## config.mk

```make
export PLATFORM = sky130hd
export DESIGN_NAME = frame_write_scheduler_flat
export DESIGN_NICKNAME = d
export VERILOG_FILES = /design/src/rtl/frame_write_scheduler_pkg.sv /design/src/rtl/frame_write_scheduler_if.sv /design/src/rtl/frame_write_scheduler_rr_arbiter.sv /design/src/rtl/frame_write_scheduler.sv /design/src/flat_wrapper.sv
export SDC_FILE = /design/constraint.sdc
export NUM_CORES = 1
export LEC_CHECK = 0
export BUFFER_PORTS_ARGS = -buffer_cell sky130_fd_sc_hd__buf_2
export CORE_MARGIN = 1.5
export CORE_UTILIZATION = 53
export CTS_BUF_LIST = sky130_fd_sc_hd__clkbuf_2 sky130_fd_sc_hd__clkbuf_4 sky130_fd_sc_hd__clkbuf_8
export DETAILED_ROUTE_END_ITERATION = 10
export MAX_ROUTING_LAYER = met4
export PLACE_DENSITY = 0.95
export RECOVER_POWER = 100
export SYNTH_ARGS = -nofsm -noshare
export SYNTH_HDL_FRONTEND = slang
export SYNTH_SLANG_ARGS = --single-unit
```

## constraint.sdc

```tcl
create_clock -name Clk -period 14.9 [get_ports Clk]
set_input_delay 1.49 -clock Clk [delete_from_list [all_inputs] [get_ports Clk]]
set_output_delay 1.49 -clock Clk [all_outputs]
set_load 0.03 [all_outputs]
```

## src/rtl/frame_write_scheduler_pkg.sv

```systemverilog
// Shared frame-buffer constants and scheduler state encoding, also used by
// the frame buffer RAMs and the sprite clients.
package frame_pkg;
    localparam int H_RES  = 640;
    localparam int V_RES  = 480;
    localparam int ADDR_W = 19;
    localparam int PIX_W  = 5;
    localparam logic [PIX_W-1:0] TRANSPARENT = 5'h15;

    typedef enum logic [1:0] {
        DRAW,
        READY,
        SWAP,
        START
    } sched_state_t;
endpackage

```

## src/rtl/frame_write_scheduler_if.sv

```systemverilog
// Client request/grant bus, back-buffer write port and frame control signals.
// req is held with stable data until grant is high on a rising edge; the pixel is consumed on that edge.
interface frame_write_scheduler_if #(
    parameter int N = 4
);
    import frame_pkg::*;
    localparam int RR_W = (N > 1) ? $clog2(N) : 1;

    logic                        VS;
    logic [N-1:0]                req;
    logic [N-1:0][9:0]           req_x;
    logic [N-1:0][9:0]           req_y;
    logic [N-1:0][PIX_W-1:0]     req_pixel;
    logic [N-1:0]                done;
    logic [N-1:0]                grant;
    logic                        wr_en;
    logic [ADDR_W-1:0]           wr_addr;
    logic [PIX_W-1:0]            wr_pixel;
    logic                        back_sel;
    logic                        frame_start;
    logic [7:0]                  drop_count;
    sched_state_t                state;
    logic [RR_W-1:0]             rr;

    modport master (
        output VS, req, req_x, req_y, req_pixel, done,
        input  grant, wr_en, wr_addr, wr_pixel, back_sel, frame_start,
               drop_count, state, rr
    );

    modport slave (
        input  VS, req, req_x, req_y, req_pixel, done,
        output grant, wr_en, wr_addr, wr_pixel, back_sel, frame_start,
               drop_count, state, rr
    );
endinterface

```

## src/rtl/frame_write_scheduler_rr_arbiter.sv

```systemverilog
// Combinational round-robin arbiter: grants the first requester at or after rr, modulo N.
module rr_arbiter #(
    parameter int N = 4
) (
    input  logic [N-1:0]                        req,
    input  logic [((N > 1) ? $clog2(N) : 1)-1:0] rr,
    output logic [N-1:0]                        grant
);
    localparam int RR_W = (N > 1) ? $clog2(N) : 1;

    logic            found;
    logic [RR_W-1:0] idx;

    always_comb begin
        grant = '0;
        found = 1'b0;
        idx   = '0;
        for (int i = 0; i < N; i++) begin
            idx = RR_W'((int'(rr) + i) % N);
            if (!found && req[idx]) begin
                grant[idx] = 1'b1;
                found      = 1'b1;
            end
        end
    end
endmodule

```

## src/rtl/frame_write_scheduler.sv

```systemverilog
// Arbitrates sprite-engine pixel writes into the back buffer, filters invisible
// pixels, and swaps front/back buffers on vertical sync once every client is done.
module frame_write_scheduler
    import frame_pkg::*;
#(
    parameter int                N           = 4,
    parameter logic [PIX_W-1:0]  TRANSPARENT = frame_pkg::TRANSPARENT,
    parameter int                H_RES       = frame_pkg::H_RES,
    parameter int                V_RES       = frame_pkg::V_RES
) (
    input  logic                 Clk,
    input  logic                 Reset,
    frame_write_scheduler_if.slave bus
);
    localparam int RR_W         = (N > 1) ? $clog2(N) : 1;
    localparam bit SHIFT_STRIDE = (H_RES == 640);

    sched_state_t      state, state_next;
    logic [RR_W-1:0]   rr, rr_next;
    logic              vs_q, vs_fall;
    logic [N-1:0]      arb_req, grant;
    logic [9:0]        sel_x, sel_y;
    logic [PIX_W-1:0]  sel_pix;
    logic [ADDR_W-1:0] addr;
    logic              visible, write_ok;
    logic              wr_en_q, back_sel_q, frame_start_q;
    logic [ADDR_W-1:0] wr_addr_q;
    logic [PIX_W-1:0]  wr_pixel_q;
    logic [7:0]        drop_q;

    assign vs_fall = vs_q & ~bus.VS;
    assign arb_req = (state == DRAW) ? bus.req : '0;

    rr_arbiter #(.N(N)) u_arb (
        .req   (arb_req),
        .rr    (rr),
        .grant (grant)
    );

    always_comb begin
        sel_x   = '0;
        sel_y   = '0;
        sel_pix = '0;
        rr_next = rr;
        for (int i = 0; i < N; i++) begin
            if (grant[i]) begin
                sel_x   = bus.req_x[i];
                sel_y   = bus.req_y[i];
                sel_pix = bus.req_pixel[i];
                rr_next = RR_W'((i + 1) % N);
            end
        end
    end

    // 640 = 512 + 128, so the default stride needs only two shifts and adds.
    always_comb begin
        if (SHIFT_STRIDE)
            addr = ADDR_W'(sel_x) + (ADDR_W'(sel_y) << 9) + (ADDR_W'(sel_y) << 7);
        else
            addr = ADDR_W'(sel_x) + ADDR_W'(sel_y) * ADDR_W'(H_RES);
    end

    assign visible  = (32'(sel_x) < 32'(H_RES)) && (32'(sel_y) < 32'(V_RES));
    assign write_ok = (|grant) && visible && (sel_pix != TRANSPARENT);

    // done is ignored during the frame_start cycle so clients have that cycle to drop it.
    always_comb begin
        state_next = state;
        case (state)
            DRAW:    if ((&bus.done) && !frame_start_q) state_next = READY;
            READY:   if (vs_fall) state_next = SWAP;
            SWAP:    state_next = START;
            START:   state_next = DRAW;
            default: state_next = DRAW;
        endcase
    end

    always_ff @(posedge Clk) begin
        if (Reset) begin
            state         <= DRAW;
            rr            <= '0;
            vs_q          <= 1'b1;
            back_sel_q    <= 1'b1;
            frame_start_q <= 1'b0;
            drop_q        <= '0;
            wr_en_q       <= 1'b0;
            wr_addr_q     <= '0;
            wr_pixel_q    <= '0;
        end else begin
            state         <= state_next;
            rr            <= rr_next;
            vs_q          <= bus.VS;
            back_sel_q    <= back_sel_q ^ (state == SWAP);
            frame_start_q <= (state == START);
            wr_en_q       <= write_ok;
            if (write_ok) begin
                wr_addr_q  <= addr;
                wr_pixel_q <= sel_pix;
            end
            if ((state == DRAW) && vs_fall && (drop_q != 8'hFF))
                drop_q <= drop_q + 8'd1;
        end
    end

    assign bus.grant       = grant;
    assign bus.wr_en       = wr_en_q;
    assign bus.wr_addr     = wr_addr_q;
    assign bus.wr_pixel    = wr_pixel_q;
    assign bus.back_sel    = back_sel_q;
    assign bus.frame_start = frame_start_q;
    assign bus.drop_count  = drop_q;
    assign bus.state       = state;
    assign bus.rr          = rr;
endmodule

```

## src/flat_wrapper.sv

```systemverilog
// flat-port wrapper written by rule: the top's interface ports become plain ports
module frame_write_scheduler_flat import frame_pkg::*;
#(
    parameter int                N           = 4,
    parameter logic [PIX_W-1:0]  TRANSPARENT = frame_pkg::TRANSPARENT,
    parameter int                H_RES       = frame_pkg::H_RES,
    parameter int                V_RES       = frame_pkg::V_RES
)
  (Clk, Reset, bus_VS, bus_req, bus_req_x, bus_req_y, bus_req_pixel, bus_done, bus_grant, bus_wr_en, bus_wr_addr, bus_wr_pixel, bus_back_sel, bus_frame_start, bus_drop_count, bus_state, bus_rr);
  frame_write_scheduler_if #(.N(N)) bus_i ();
  input  logic Clk;
  input  logic Reset;
  input wire logic [$bits(bus_i.VS)-1:0] bus_VS;
  input wire logic [$bits(bus_i.req)-1:0] bus_req;
  input wire logic [$bits(bus_i.req_x)-1:0] bus_req_x;
  input wire logic [$bits(bus_i.req_y)-1:0] bus_req_y;
  input wire logic [$bits(bus_i.req_pixel)-1:0] bus_req_pixel;
  input wire logic [$bits(bus_i.done)-1:0] bus_done;
  output wire logic [$bits(bus_i.grant)-1:0] bus_grant;
  output wire logic [$bits(bus_i.wr_en)-1:0] bus_wr_en;
  output wire logic [$bits(bus_i.wr_addr)-1:0] bus_wr_addr;
  output wire logic [$bits(bus_i.wr_pixel)-1:0] bus_wr_pixel;
  output wire logic [$bits(bus_i.back_sel)-1:0] bus_back_sel;
  output wire logic [$bits(bus_i.frame_start)-1:0] bus_frame_start;
  output wire logic [$bits(bus_i.drop_count)-1:0] bus_drop_count;
  output wire logic [$bits(bus_i.state)-1:0] bus_state;
  output wire logic [$bits(bus_i.rr)-1:0] bus_rr;
  assign bus_i.VS = bus_VS;
  assign bus_i.req = bus_req;
  assign bus_i.req_x = bus_req_x;
  assign bus_i.req_y = bus_req_y;
  assign bus_i.req_pixel = bus_req_pixel;
  assign bus_i.done = bus_done;
  assign bus_grant = bus_i.grant;
  assign bus_wr_en = bus_i.wr_en;
  assign bus_wr_addr = bus_i.wr_addr;
  assign bus_wr_pixel = bus_i.wr_pixel;
  assign bus_back_sel = bus_i.back_sel;
  assign bus_frame_start = bus_i.frame_start;
  assign bus_drop_count = bus_i.drop_count;
  assign bus_state = bus_i.state;
  assign bus_rr = bus_i.rr;
  frame_write_scheduler #(.N(N), .TRANSPARENT(TRANSPARENT), .H_RES(H_RES), .V_RES(V_RES)) u_core (.Clk(Clk), .Reset(Reset), .bus(bus_i));
endmodule
```

* After elaboration in Yosys (flattened, before gate mapping)
Cells that the tools add are included.
** Storage, ports and cells
- Flip-flop bits (word level) :: 40
- Input port bits :: 111
- Output and inout port bits :: 43
** Operators by class
- Add/sub/neg operators :: 6
- Order comparisons :: 10
- Eq/ne operators :: 7
- Mux-type cells :: 42
- Bitwise operators :: 6
- Reduce and logical (&&, ||, !) cells :: 23
** Operator list (count)
- two-way mux 10 bit :: 8
- two-way mux 4 bit :: 5
- two-way mux 5 bit :: 4
- adder 10 x 19 -> 19 bit :: 1
- adder 19 x 17 -> 19 bit :: 1
- logical AND 1 bit :: 13
- less-than comparator 2 x 3 -> 1 bit (second input constant) :: 4
- bitwise OR 4 bit :: 3
- two-way mux 1 bit :: 11
- less-than comparator 10 bit (second input constant) :: 1
- less-than comparator 10 x 9 -> 1 bit (second input constant) :: 1
- two-way mux 2 bit :: 5
- adder 8 x 1 -> 8 bit (second input constant) :: 1
- binary-select mux 1 bit (select 2 bit) :: 4
- demux 1 bit (select 2 bit) :: 4
- greater-or-equal comparator 2 x 1 -> 1 bit (second input constant) :: 4
- inequality test 8 bit (second input constant) :: 1
- case mux 2 bit (4 select lines) :: 1
- inequality test 5 bit (second input constant) :: 1
- adder 2 bit (second input constant) :: 2
- == test 2 bit (second input constant) :: 2
- logical NOT 1 bit :: 4
- AND reduction 4 bit :: 1
- OR reduction 4 bit :: 1
- other kinds (11) :: 11

* Logic depth before layout (Yosys ltp)
- Word-level depth :: 22
- Mapped depth :: 27

* Modules after synthesis
A second synthesis with hierarchy kept.
** Unflattened totals
- Cell total of the unflattened synthesis :: 421
- Area total of the unflattened synthesis :: 3420.8 um2
** Modules (own cells, without submodules)
- frame_write_scheduler :: instances 1, cells each 385, area each 3083.0 um2, seq. area each 800.8 um2
- rr_arbiter :: instances 1, cells each 36, area each 337.8 um2, seq. area each 0.0 um2

* Worst setup path after synthesis
No wires, ideal clock.
- Path kind :: in2reg
- Start point :: input bus_req[0]
- End point :: register u_core.wr_addr_q[18], in the netlist u_core.bus.wr_addr[18]
- Library setup time :: 0.136 ns
- Arrival :: 6.351 ns
- Setup slack :: 8.413 ns
- Stages :: 22
- Path through :: nand2b_1 > mux4_2 > nor3b_1 > a2111o_1 > clkbuf_1 > buf_2 > buf_1 > clkbuf_1 > nand2_1 > o21ai_0 > fa_1 > fa_1 > a21o_1 > a21oi_1 > o21bai_1 > a21oi_1 > o21bai_1 > a21oi_1 > o21ai_0 > xor2_1 > nor3_1 > nor3_1
** On the way
- Elaborated cells between the ends (all ways) :: 46
** RTL lines
- start: declaration :: line flat_wrapper.sv:14 : input wire logic [$bits(bus_i.req)-1:0] bus_req;
- two-way mux 4 bit * :: line frame_write_scheduler.sv:32 : assign arb_req = (state == DRAW) ? bus.req : '0;
- binary-select mux 1 bit (select 2 bit) :: line frame_write_scheduler_rr_arbiter.sv:20 : if (!found && req[idx]) begin
- two-way mux 1 bit (implied by the code) :: line frame_write_scheduler_rr_arbiter.sv:20
- two-way mux 1 bit :: line frame_write_scheduler_rr_arbiter.sv:20
- logical NOT 1 bit :: line frame_write_scheduler_rr_arbiter.sv:20
- logical AND 1 bit :: line frame_write_scheduler_rr_arbiter.sv:20
- two-way mux 1 bit :: line frame_write_scheduler_rr_arbiter.sv:20
- logical NOT 1 bit :: line frame_write_scheduler_rr_arbiter.sv:20
- logical AND 1 bit :: line frame_write_scheduler_rr_arbiter.sv:20
- two-way mux 1 bit :: line frame_write_scheduler_rr_arbiter.sv:20
- logical NOT 1 bit :: line frame_write_scheduler_rr_arbiter.sv:20
- logical AND 1 bit :: line frame_write_scheduler_rr_arbiter.sv:20
- two-way mux 4 bit * :: line frame_write_scheduler_rr_arbiter.sv:20
- named net bus_grant[3] :: line flat_wrapper.sv:19 : output wire logic [$bits(bus_i.grant)-1:0] bus_grant;
- parallel branches: the longest is 5 deep, another holds adder 10 x 19 -> 19 bit
- end signal: assignment :: line frame_write_scheduler.sv:97 : wr_addr_q <= addr;
- end: declaration :: line frame_write_scheduler.sv:27 : logic [ADDR_W-1:0] wr_addr_q;
Mark *: on every way through the listed nets, which the timed path passes. The select of a mux whose other input is x is not followed.
A chain may end at the register's enable or synchronous reset.

* Worst setup path after layout
- Start point :: input bus_req[0]
- End point :: register u_core.wr_addr_q[18], in the netlist u_core.bus.wr_addr[18]
** On the way
- Longest elaborated chain between the ends :: 21
- Elaborated cells between the ends (all ways) :: 46
** RTL lines (line)
- two-way mux 4 bit * :: frame_write_scheduler.sv:32
- binary-select mux 1 bit (select 2 bit) :: frame_write_scheduler_rr_arbiter.sv:20
- two-way mux 1 bit (implied by the code) :: frame_write_scheduler_rr_arbiter.sv:20
- two-way mux 1 bit :: frame_write_scheduler_rr_arbiter.sv:20
- logical NOT 1 bit :: frame_write_scheduler_rr_arbiter.sv:20
- logical AND 1 bit :: frame_write_scheduler_rr_arbiter.sv:20
- two-way mux 1 bit :: frame_write_scheduler_rr_arbiter.sv:20
- logical NOT 1 bit :: frame_write_scheduler_rr_arbiter.sv:20
- logical AND 1 bit :: frame_write_scheduler_rr_arbiter.sv:20
- two-way mux 1 bit :: frame_write_scheduler_rr_arbiter.sv:20
- logical NOT 1 bit :: frame_write_scheduler_rr_arbiter.sv:20
- logical AND 1 bit :: frame_write_scheduler_rr_arbiter.sv:20
- two-way mux 4 bit * :: frame_write_scheduler_rr_arbiter.sv:20
- parallel branches: the longest is 8 deep, another holds adder 10 x 19 -> 19 bit
Mark *: on every way between the ends. The select of a mux whose other input is x is not followed.

==> impl_metrics.env <==
export IMPL_slowest_stage="nor2_1"
export IMPL_port_buffers=153
export IMPL_hold_path_class="reg2reg"
export IMPL_max_clock_freq_mhz=119
export IMPL_crit_required_ps=15010
export IMPL_path_clk_slew_ps=80
export IMPL_synth_area_leaders="dfxtp_1 23%, ha_1 12%, a21oi_1 5.7%, a221o_1 4.3%, nand2_1 3.4%"
export IMPL_htree_levels=2
export IMPL_synth_edff_count=0
export IMPL_worstReg2RegEnd="u_core.bus.wr_addr[18]$_SDFFE_PP0P_"
export IMPL_synth_top_cell_by_area="dfxtp_1"
export IMPL_rsz0062_at_grt="no"
export IMPL_async_flop_share_pct=0
export IMPL_drcViolationCount=0
export IMPL_cts_resized_gates=0
export IMPL_numCtsBuffers=5
export IMPL_p_per_area_nw_per_um2=307
export IMPL_syn_area_sq_um=3450
export IMPL_synth_nets=555
export IMPL_grt_max_degree=49
export IMPL_fin_worst_skew_ps=5.41
export IMPL_critical_path_class="in2reg"
export IMPL_drtPass1Iterations=5
export IMPL_dieArea_sq_um=7010
export IMPL_die_x_um=83.7
export IMPL_grt_pass1_vias=3661
export IMPL_post_cts_buffers=0
export IMPL_violations="max-capacitance violations, max-slew violations"
export IMPL_setup_violations=0
export IMPL_synth_most_common_cell="dfxtp_1"
export IMPL_die_h_um=83.7
export IMPL_wl_per_cell_um=17.0
export IMPL_slowest_delay_ps=1070
export IMPL_hp_start="u_core.bus.wr_pixel[4]$_SDFFE_PP0P_"
export IMPL_synth_ff_type="dfxtp_1"
export IMPL_cts_sinks=40
export IMPL_crit_fanout=23
export IMPL_startpoint_type="input port"
export IMPL_gp_congestion=1.04
export IMPL_drv_cap=2
export IMPL_setup_tns_final_ps=0
export IMPL_overflow=0
export IMPL_maxSlewHeadroom_pct=-29.2
export IMPL_whs_endpoint="u_core.bus.wr_pixel[4]$_SDFFE_PP0P_"
export IMPL_dp_final_hpwl_mm=8.10
export IMPL_syn_avg_cell_area_sq_um=8.43
export IMPL_synth_distinct_cells=70
export IMPL_via_count=3920
export IMPL_tightest_slew_ps=1940
export IMPL_reg2reg_from="u_core.bus.rr[0]$_SDFFE_PP0P_"
export IMPL_wl_mm=10.6
export IMPL_synthTopCellsByCount="40 x dfxtp_1, 39 x a21oi_1, 32 x ha_1, 31 x nand2_1, 20 x o21ai_0"
export IMPL_cts_tree="done"
export IMPL_antenna_found_initial=0
export IMPL_drt_first_iter_violations=261
export IMPL_postCtsHoldBufs=0
export IMPL_start_util_pct=54.7
export IMPL_ys_warn_count=0
export IMPL_grt_pass1_wl_mm=17.0
export IMPL_synth_top_area_share_pct=23.2
export IMPL_path_cells="clkbuf_1 > mux2i_1 > o22ai_1 > mux2_1 > nor3_1 > inv_1 > nor2_1 > a221o_1 > o21ai_0 > o21ai_0 > fa_1 > fa_1 > a21o_1 > a21oi_1 > o21bai_1 > a21oi_1 > o21bai_1 > a21oi_1 > o21ai_0 > xor2_1 > nor3_1 > nor3_1"
export IMPL_cts_buffer_depth=2
export IMPL_viasPerCell=6.28
export IMPL_rr_worst_depth=23
export IMPL_crit_path_end_kind="flip-flop"
export IMPL_num_rows=29
export IMPL_antenna_left=0
export IMPL_insertedDiodeCount=0
export IMPL_ir_worst_vdd_uv=230
export IMPL_outcome="finished with violations"
export IMPL_leakagePower_nw=1.87
export IMPL_coreArea_sq_um=6310
export IMPL_pin_count=154
export IMPL_hold_violations=0
export IMPL_worstPathArrival_ps=8520
export IMPL_root_buffer="clkbuf_8"
export IMPL_whs_path_depth=1
export IMPL_fin_util_pct=67.3
export IMPL_seq_area_frac_synth_pct=23.2
export IMPL_synth_seq_cells=40
export IMPL_clk_latency_ps=290
export IMPL_nets=691
export IMPL_grt_use_total_pct=30.2
export IMPL_drv_slew=90
export IMPL_rrSetupSlack_ps=6910
export IMPL_drive_above_1_share_pct=25.0
export IMPL_area_growth_pct=23.0
export IMPL_min_period_over_period_pct=56.5
export IMPL_post_route_min_period_ps=8420
export IMPL_synthCells=410
## how the worst max path moves through the flow
| stage | startpoint | end | slack [ps] | cells after the start |
|---|---|---|---|---|
| after floorplan | bus_req[0] | u_core.bus.wr_addr[18]$_SDFFE_PP0P_ | 8410 | 22 |
| after global placement | bus_req[3] | u_core.bus.wr_addr[18]$_SDFFE_PP0P_ | 7840 | 22 |
| after detailed placement | bus_req[3] | u_core.bus.wr_addr[18]$_SDFFE_PP0P_ | 7600 | 22 |
| after CTS | bus_req[3] | u_core.bus.wr_addr[18]$_SDFFE_PP0P_ | 7910 | 22 |
| after global routing | bus_req[0] | u_core.bus.wr_addr[18]$_SDFFE_PP0P_ | 5870 | 22 |
| final | bus_req[0] | u_core.bus.wr_addr[18]$_SDFFE_PP0P_ | 6480 | 22 |
## flip-flops by register name (all words and copies together), names as in the netlist
register,cells
u_core.bus.frame_start,1
u_core.bus.back_sel,1
u_core.bus.wr_en,1
u_core.vs_q,1
u_core.bus.state,2
u_core.bus.drop_count,8
u_core.bus.wr_addr,19
u_core.bus.rr,2
u_core.bus.wr_pixel,5
## cells by family (layout without fill, tap and decap cells)
logic type,Yosys count,in the layout,synth area share (%)
and+or+nand+nor,105,105,16.2
muxes,8,8,2.72
adders and majority gates,34,34,12.7
xor gates and xnor gates,15,15,3.80
DFF,40,40,23.2
AOI/OAI and AO/OA,160,160,35.2
buffers and inverters,48,185,6.23
## through the flow
step / power [mW] / instance area (sq um) / hold WS [ps] / worst slack [ps] / std cells
after floorplan: 1.00 / 3450 / 586 / 8410 / 410
after global placement: 1.16 / 4200 / 446 / 7840 / 616
after detailed placement: 1.21 / 4200 / 459 / 7600 / 616
after CTS: 1.31 / 4330 / 473 / 7910 / 624
after global routing: 1.42 / 4250 / 506 / 5870 / 624
final: 1.31 / 4250 / 474 / 6480 / 624
## placed cells by master, fill, tap and decap left out, types with 15 or more instances in the layout
cell	count
a221o_1	15
inv_1	19
nor2_1	19
o21ai_0	20
nand2_1	31
buf_2	110
clkbuf_1	44
dfxtp_1	40
a21oi_1	39
ha_1	32
## critical path: cells and delay by family
family	cells	cell delay, ps
AND/OR/NAND/NOR	4	2090
adder cells (fa/ha/maj)	2	1030
multiplexers	2	600
XOR/XNOR	1	150
AO/OA/AOI/OAI	11	2300
buffers and inverters	2	860
## per-layer routing
metal  vias to the layer above  global-route usage (%)  part of all wire (%)
li1                       1829                       -                     -
met1                      1852                    36.1                    39
met2                       206                    52.9                    50
met3                        33                    2.77                   7.6
met4                         0                    11.3                   3.0
met5                         -                       -                     0
## area by class of cell
type | count | area (sq um)
Clock buffer | 7 | 96.3
Clock inverter | 1 | 30.0
Fill cell | 579 | 2070
Inverter | 21 | 78.8
Multi-Input combinational cell | 322 | 2410
Sequential cell | 40 | 801
Tap cell | 77 | 96.3
Timing Repair Buffer | 156 | 731
## power by group
group	switching, mW	internal (mW)
logic	0.636	0.419
clock network	0.0382	0.0591
registers	0.0196	0.133
(Power assumes the default switching activity.)
